[config.mk]
export PLATFORM = sky130hd
export DESIGN_NAME = countgen_pulsegen
export DESIGN_NICKNAME = d
export VERILOG_FILES = /design/src/rtl/countgen_pulsegen.sv
export SDC_FILE = /design/constraint.sdc
export NUM_CORES = 1
export LEC_CHECK = 0
export ABC_AREA = 1
export CELL_PAD_IN_SITES_DETAIL_PLACEMENT = 0
export CELL_PAD_IN_SITES_GLOBAL_PLACEMENT = 2
export CORE_MARGIN = 2
export CORE_UTILIZATION = 36
export DETAILED_ROUTE_END_ITERATION = 10
export DONT_BUFFER_PORTS = 1
export PLACE_DENSITY = 0.79
export SLEW_MARGIN = 20
export SYNTH_ARGS = -nofsm -noshare
export SYNTH_HDL_FRONTEND = slang
export SYNTH_SLANG_ARGS = --single-unit
[constraint.sdc]
create_clock -name clk -period 3 [get_ports clk]
set_input_delay 0.45 -clock clk [delete_from_list [all_inputs] [get_ports clk]]
set_output_delay 0.45 -clock clk [all_outputs]
set_load 0.005 [all_outputs]
[src/rtl/countgen_pulsegen.sv]
// Frequency multiplier: regenerates M square pulses per measured input period.
// Optional macro COUNTGEN_PULSEGEN_DITHER_EN spreads the division remainder over the revolution.
module countgen_pulsegen #(
  parameter int PERIOD_W = 32,
  parameter int MULT_W   = 8,
  parameter int MIN_STEP = 2
) (
  input  logic                clk,
  input  logic                rst,
  input  logic [PERIOD_W-1:0] period,
  input  logic [MULT_W-1:0]   multiplier,
  input  logic                enable,
  output logic                out,
  output logic [MULT_W-1:0]   pulse_index,
  output logic                locked,
  output logic                busy
);

  localparam int CNT_W = (PERIOD_W > 1) ? $clog2(PERIOD_W) : 1;

  typedef enum logic {IDLE, RUN} state_t;

  function automatic logic [PERIOD_W-1:0] clamp_step(input logic [PERIOD_W-1:0] q);
    return (q < PERIOD_W'(MIN_STEP)) ? PERIOD_W'(MIN_STEP) : q;
  endfunction

  state_t              state, state_nx;
  logic [MULT_W-1:0]   m_eff, m_lat;
  logic [PERIOD_W-1:0] p_lat;
  logic [PERIOD_W-1:0] quo, quo_nx;
  logic [MULT_W-1:0]   rem, rem_nx;
  logic [MULT_W:0]     rem_sh, rem_diff;
  logic                sub_ok;
  logic [CNT_W-1:0]    bit_cnt;
  logic                div_done;
  logic [PERIOD_W-1:0] step_new, step_cur;
  logic                pending;
  logic [PERIOD_W-1:0] counter, cur_len, half;
  logic [MULT_W:0]     idx_inc;
  logic                en_q, active, pulse_end, load_step;
`ifdef COUNTGEN_PULSEGEN_DITHER_EN
  logic [MULT_W-1:0]   rem_new, rem_cur;
`endif

  assign m_eff = (multiplier == '0) ? MULT_W'(1) : multiplier;

  // Restoring divider datapath: one quotient bit per busy cycle
  always_comb begin
    rem_sh   = {rem, quo[PERIOD_W-1]};
    rem_diff = rem_sh - {1'b0, m_lat};
    sub_ok   = (rem_sh >= {1'b0, m_lat});
    rem_nx   = sub_ok ? rem_diff[MULT_W-1:0] : rem_sh[MULT_W-1:0];
    quo_nx   = {quo[PERIOD_W-2:0], sub_ok};
  end

  assign div_done = busy && (bit_cnt == CNT_W'(PERIOD_W - 1));

  always_ff @(posedge clk) begin
    if (rst) begin
      p_lat    <= '0;
      m_lat    <= '0;
      quo      <= '0;
      rem      <= '0;
      bit_cnt  <= '0;
      busy     <= 1'b0;
      step_new <= '0;
`ifdef COUNTGEN_PULSEGEN_DITHER_EN
      rem_new  <= '0;
`endif
    end else if (busy) begin
      quo     <= quo_nx;
      rem     <= rem_nx;
      bit_cnt <= bit_cnt + CNT_W'(1);
      if (div_done) begin
        busy     <= 1'b0;
        step_new <= clamp_step(quo_nx);
`ifdef COUNTGEN_PULSEGEN_DITHER_EN
        // A clamped step already overshoots the period, so no remainder is spread
        rem_new  <= (quo_nx < PERIOD_W'(MIN_STEP)) ? '0 : rem_nx;
`endif
      end
    end else if ((period != '0) && ((period != p_lat) || (m_eff != m_lat))) begin
      p_lat   <= period;
      m_lat   <= m_eff;
      quo     <= period;
      rem     <= '0;
      bit_cnt <= '0;
      busy    <= 1'b1;
    end
  end

  // Pulse generator: length of the current pulse and boundary detection
  always_comb begin
`ifdef COUNTGEN_PULSEGEN_DITHER_EN
    cur_len = step_cur + PERIOD_W'(pulse_index < rem_cur);
`else
    cur_len = step_cur;
`endif
    half      = cur_len >> 1;
    active    = enable && en_q;
    pulse_end = (state == RUN) && active && (counter == cur_len - PERIOD_W'(1));
    load_step = pending && ((state == IDLE) || !active || pulse_end);
    idx_inc   = {1'b0, pulse_index} + (MULT_W+1)'(1);
  end

  always_ff @(posedge clk) begin
    if (rst) begin
      pending     <= 1'b0;
      step_cur    <= '0;
      counter     <= '0;
      pulse_index <= '0;
      en_q        <= 1'b0;
`ifdef COUNTGEN_PULSEGEN_DITHER_EN
      rem_cur     <= '0;
`endif
    end else begin
      en_q <= enable;
      if (load_step) begin
        step_cur <= step_new;
        pending  <= 1'b0;
`ifdef COUNTGEN_PULSEGEN_DITHER_EN
        rem_cur  <= rem_new;
`endif
      end
      if ((state == IDLE) || !active) begin
        counter     <= '0;
        pulse_index <= '0;
      end else if (pulse_end) begin
        counter     <= '0;
        pulse_index <= (idx_inc >= {1'b0, m_eff}) ? '0 : idx_inc[MULT_W-1:0];
      end else begin
        counter <= counter + PERIOD_W'(1);
      end
      // A fresh result outranks the clear of an older one consumed this edge
      if (div_done) pending <= 1'b1;
    end
  end

  always_ff @(posedge clk) begin
    if (rst) state <= IDLE;
    else     state <= state_nx;
  end

  always_comb begin
    state_nx = state;
    locked   = 1'b0;
    out      = 1'b0;
    case (state)
      IDLE: if (pending) state_nx = RUN;
      RUN: begin
        locked = 1'b1;
        out    = active && (counter < half);
      end
      default: state_nx = IDLE;
    endcase
  end

endmodule
======== Yosys cells after proc, flatten, opt, wreduce, memory -nomap -nowiden ========
Index checks and enable logic that the tools add are counted.
cells by class
  bitwise gates (word level) .............. 2
  equal/unequal tests ..................... 4
  reduce and logical (&&, ||, !) cells .... 19
  order comparisons ....................... 4
  add/sub/neg operators ................... 5
  muxes and demuxes ....................... 19
operators by type and width
  cell                                                  count
  two-way mux 32 bit                                    3
  two-way mux 8 bit                                     5
  adder 32 x 1 -> 32 bit (second input constant)        1
  equality test 32 bit                                  1
  < comparator 32 x 2 -> 1 bit (second input constant)  1
  < comparator 32 x 31 -> 1 bit                         1
  != test 32 bit                                        1
  nonzero test 32 bit                                   1
  subtractor 32 x 1 -> 32 bit (second input constant)   1
  greater-or-equal comparator 9 x 8 -> 1 bit            2
  two-way mux 5 bit                                     2
  adder 8 x 1 -> 9 bit (second input constant)          1
  two-way mux 1 bit                                     9
  logical NOT 8 bit                                     1
  != test 8 bit                                         1
  subtractor 8 bit                                      1
  logical AND 1 bit                                     7
  adder 5 x 1 -> 5 bit (second input constant)          1
  equality test 5 bit (second input constant)           1
  AND reduction 2 bit                                   2
  nonzero test 2 bit                                    2
  logical OR 1 bit                                      3
  OR reduction 3 bit                                    1
  NOT 1 bit                                             2
  other kinds (2)                                       2
word-level totals
  bits of input ports ..................... 43
  bits in registers ....................... 193
  logic and storage cells ................. 66
  output and inout port bits .............. 11

======== Depth between registers and ports, before layout ========
  depth after elaboration ................. 7
  depth in mapped cells ................... 19
  depth with buffers taken out ............ 19

======== Least setup slack after synthesis ========
No wires, ideal clock.
  path type ............................... reg-to-reg
  from .................................... reg step_cur[0], in the netlist cur_len[0]
  to ...................................... reg step_cur[16], in the netlist cur_len[16]
  period minus slack after synthesis ...... 2.235 ns
  data required time ...................... 2.885 ns
  path slack .............................. 0.765 ns
  buffers on the path ..................... 1
  data arrival time ....................... 2.120 ns
  stages on the path, launching flop included .. 17
  cell sequence ........................... dfxtp_1 -> inv_1 -> ha_1 -> nand2_2 -> nor2_4 -> nand2_4 -> nor2_4 -> nand3_1 -> nand2_1 -> nand2_1 -> nor2_1 -> nand3_2 -> o21ai_4 -> buf_6 -> nand3_1 -> nand2_1 -> nor2_1
between the ends
  word-level cells in the longest chain between the ends .. 5
ends and longest elaborated chain
  what                         line  RTL
  from (decl)                  36    logic [PERIOD_W-1:0] step_new, step_cur;
  from (signal assigned)       119   step_cur <= step_new;
  subtractor 32 x 1 -> 32 bit  101   pulse_end = (state == RUN) && active && (counter == cur_len - PERIOD_W'(1));
  equality test 32 bit         101
  logical AND 1 bit            101
  logical OR 1 bit             102   load_step = pending && ((state == IDLE) || !active || pulse_end);
  logical AND 1 bit            102
Every way passes these cells.
A chain may end at the register's enable or synchronous reset.

======== Worst setup path in the final report ========
  from .................................... reg step_cur[2], in the netlist cur_len[2]
  to ...................................... out out
between the ends
  word-level cells in the longest chain between the ends .. 3
ends and longest elaborated chain
  what                           line  RTL
  < comparator 32 x 31 -> 1 bit  152   out = active && (counter < half);
  logical AND 1 bit              152
  two-way mux 1 bit              148   case (state)
  to (decl)                      13    output logic out,
Every way passes these cells.

==> implementation parameters <==
Parameter                              Value

Status
  Result of the run ... complete, no violations

GRT
  Antenna violations before repair ... 0
  GR Overflow Total ... 0
  Number of global-route vias before repair ... 9990
  Wire length of the first global-routing pass ... 52790 um
  Largest net degree at the start of global routing ... 90
  Global routing usage summed across all routing layers ... 0.1984

Drt
  Number of nets still failing antenna checks after routing ... 0
  Starting DRT DRC Count ... 673
  Routed wire per std cell ... 15.05 um
  Length of the first detailed-routing pass in iterations ... 5
  Via density per instance ... 4.875
  Total number of vias ... 10210
  Total wire length after detailed routing ... 31530 um
  Post-route DRC violation count ... 0

Yosys
  Post-synthesis instance area ... 0.01134 sq mm
  Area fraction of the dominant cell type after synthesis ... 0.3408
  Synth area leader ... dfxtp_1
  Xor-xnor portion of the synthesized cell area ... 0.06026
  Top cells by area, synth ... dfxtp_1 (34%), nand2_1 (13%), a21oi_1 (7.4%), inv_1 (7.1%), nand3_1 (6.2%)
  Synth Register Bits ... 193
  Most used flip-flop cell after synthesis ... dfxtp_1
  Net count of the mapped netlist ... 1807
  Most instantiated library cell after synthesis ... nand2_1
  Main combinational cell family by area after synthesis ... simple AND/OR/NAND/NOR gates
  Mux cell area share after synthesis ... 0
  Count of warnings emitted by yosys ... 0
  Mean instance size in the synthesized netlist ... 6.621 sq um
  Share of synthesized flip-flops with an asynchronous set or reset ... 0
  Count of flip-flops with a built-in enable after synthesis ... 0
  Post-synthesis adder-cell area fraction ... 0.05806
  Top cells by count, synth ... nand2_1 (407), inv_1 (214), dfxtp_1 (193), nor2_1 (169), a21oi_1 (167)
  Fraction of the mapped netlist area in simple logic gates ... 0.3104
  Share of the yosys chip area belonging to registers ... 0.3408
  Syn Inst Count ... 1712
  Post-synthesis compound-gate area fraction ... 0.1294
  Number of library cell types mapped by synthesis ... 44

Job
  Max Cap Violations ... 0

Clocking
  Clock buffers created by TritonCTS ... 17
  CTS max path bufs ... 2
  Hold bufs inserted after CTS ... 0
  Worst-path clk slew ... 80 ps
  CTS Root Cell ... clkbuf_16
  CTS tree ... done
  Clk Latency, worst-skew pair ... 450 ps
  Clock sink total ... 193
  H-tree level count ... 4

STA
  Count of final max-slew check failures ... 0
  Clock skew after layout ... 11.79 ps
  Fraction of the cycle the final worst path needs ... 0.9063
  RSZ-0062 raised after global routing ... no
  Final setup violating endpoints ... 0
  Fmax ... 367.8 MHz
  Slew at the pin closest to its max-slew limit ... 878.3 ps
  Min Clock Period, post-route ... 2719 ps
  Total negative setup slack ... 0 ps
  Worst slew margin relative to its limit ... 0.4130
  Final hold violations ... 0

Floorplanning
  Area of the core ... 0.03083 sq mm
  I/O pin count ... 54
  Area of the die ... 0.03292 sq mm
  Site row count ... 64
  DIE HEIGHT ... 181.5 um
  Die Width ... 181.5 um
  Initial cell density of the core ... 0.3677

Final layout
  Diodes inserted ... 0
  Area overhead of the layout relative to synthesis ... 8.896%
  Util after Layout ... 0.4004
  Final design area excluding fillers ... 0.01234 sq mm
  Layout net count ... 1781
  Fraction of final layout cells sized beyond drive strength 1 ... 0.05297
  Final Instance Count excl. Fillers ... 2095

Setup path
  Max FO, Critical Path ... 5
  Data arrival, critical path ... 2270 ps
  Critical Path RT ... 2550 ps
  Worst Setup Path Type ... flop to output port
  Startpoint type of the worst setup path ... flop
  Nature of the critical path endpoint ... output port

Power and ir drop
  Peak ir drop on the vdd network ... 0.4095 mV
  P per Cell Area ... 468.6 mW/mm^2
  Overall power consumption ... 0.005785 W
  Total leakage power ... 5.360 nW

Placement
  Placer Congestion ... 0.8323
  Post-detail-place hpwl ... 23590 um
  Placed cell count ... 2062
  Count of buffers from port buffering ... 0
  Placement Cell Area ... 0.01172 sq mm

Min path
  Class of the worst hold path ... input pin to flop
## where the power goes
group | switching, W | leakage [nW] | internal [W] | total [W]
clock network | 0.00114 | 0.291 | 0.00123 | 0.00236
registers | 0.0000753 | 1.57 | 0.00265 | 0.00272
logic | 0.000424 | 3.50 | 0.000273 | 0.000697
## cell families after synthesis
family | count (synthesis)
and+or+nand+nor | 820
xor gates and xnor gates | 78
DFF | 193
AOI/OAI and AO/OA | 278
buffers and inverters | 291
adders and majority gates | 52
## cells in the final DEF (no fill, tap or decap), drive strengths merged, types with 36 or more instances in the layout
cell and count:
o21ai 80, nor2 182, xor2 49, ha 51, a21oi 167, nand2 410
dfxtp 193, inv 222, nand3 143, nor3 36
## metrics by stage
stage	hold WS [ps]	setup WS [ps]
4_1_cts	51.56	108.8
5_1_grt	41.86	10.84
3_5_place_dp	462.5	121.6
3_3_place_gp	459.8	152.6
2_1_floorplan	441.2	764.5
6_report	81.78	281.1
## layer usage
| layer | routed length [um] | vias to the layer above | track usage |
|---|---|---|---|
| met5 | 0 | - | 0 |
| met4 | 527 | 0 | 0.05106 |
| met3 | 984 | 28 | 0.03851 |
| met2 | 14510 | 119 | 0.3274 |
| met1 | 15500 | 4595 | 0.2658 |
| li1 | - | 5471 | - |
## worst paths after layout
| check | startpoint | end | slack [ps] | cells after the start |
|---|---|---|---|---|
| max | cur_len[2] | out | 280 | 8 |
| min | rst | en_q | 80 | 1 |
| max reg2reg | cur_len[0] | cur_len[9] | 280 | 16 |
| min reg2reg | p_lat[25] | p_lat[25] | 480 | 2 |
## worst max-delay path, stage by stage (launching register included)
cell	delay [ps]
dfxtp_1	430
inv_2	70
ha_1	270
a21boi_0	220
o211ai_1	110
a21oi_1	200
o211ai_1	150
a211oi_1	270
nor3_1	120
## sequential cells by signal, summed over array words and instances, names as in the netlist
register and count:
pulse_index 8, p_lat 32, m_lat 8, rem 8
quo 32, pending 1, step_new 32, counter 32
busy 1, state 1, en_q 1, cur_len 32
bit_cnt 5
## layout make-up
| class | count | area [sq um] |
|---|---|---|
| fill | 3313 | 18490 |
| inverter | 222 | 833.3 |
| multi-input combinational | 1228 | 6340 |
| clock buffer | 19 | 452.9 |
| tap | 396 | 495.5 |
| sequential | 193 | 3866 |
| timing repair buffer | 24 | 205.2 |
| clock inverter | 13 | 151.4 |
## what timing repair did
item,CTS,global route
setup buffers,0,1
setup endpoints to repair,0,50
resized for setup,0,4
endpoints found under the hold margin,0,0
No activity file was read; power rests on OpenSTA's default activity.
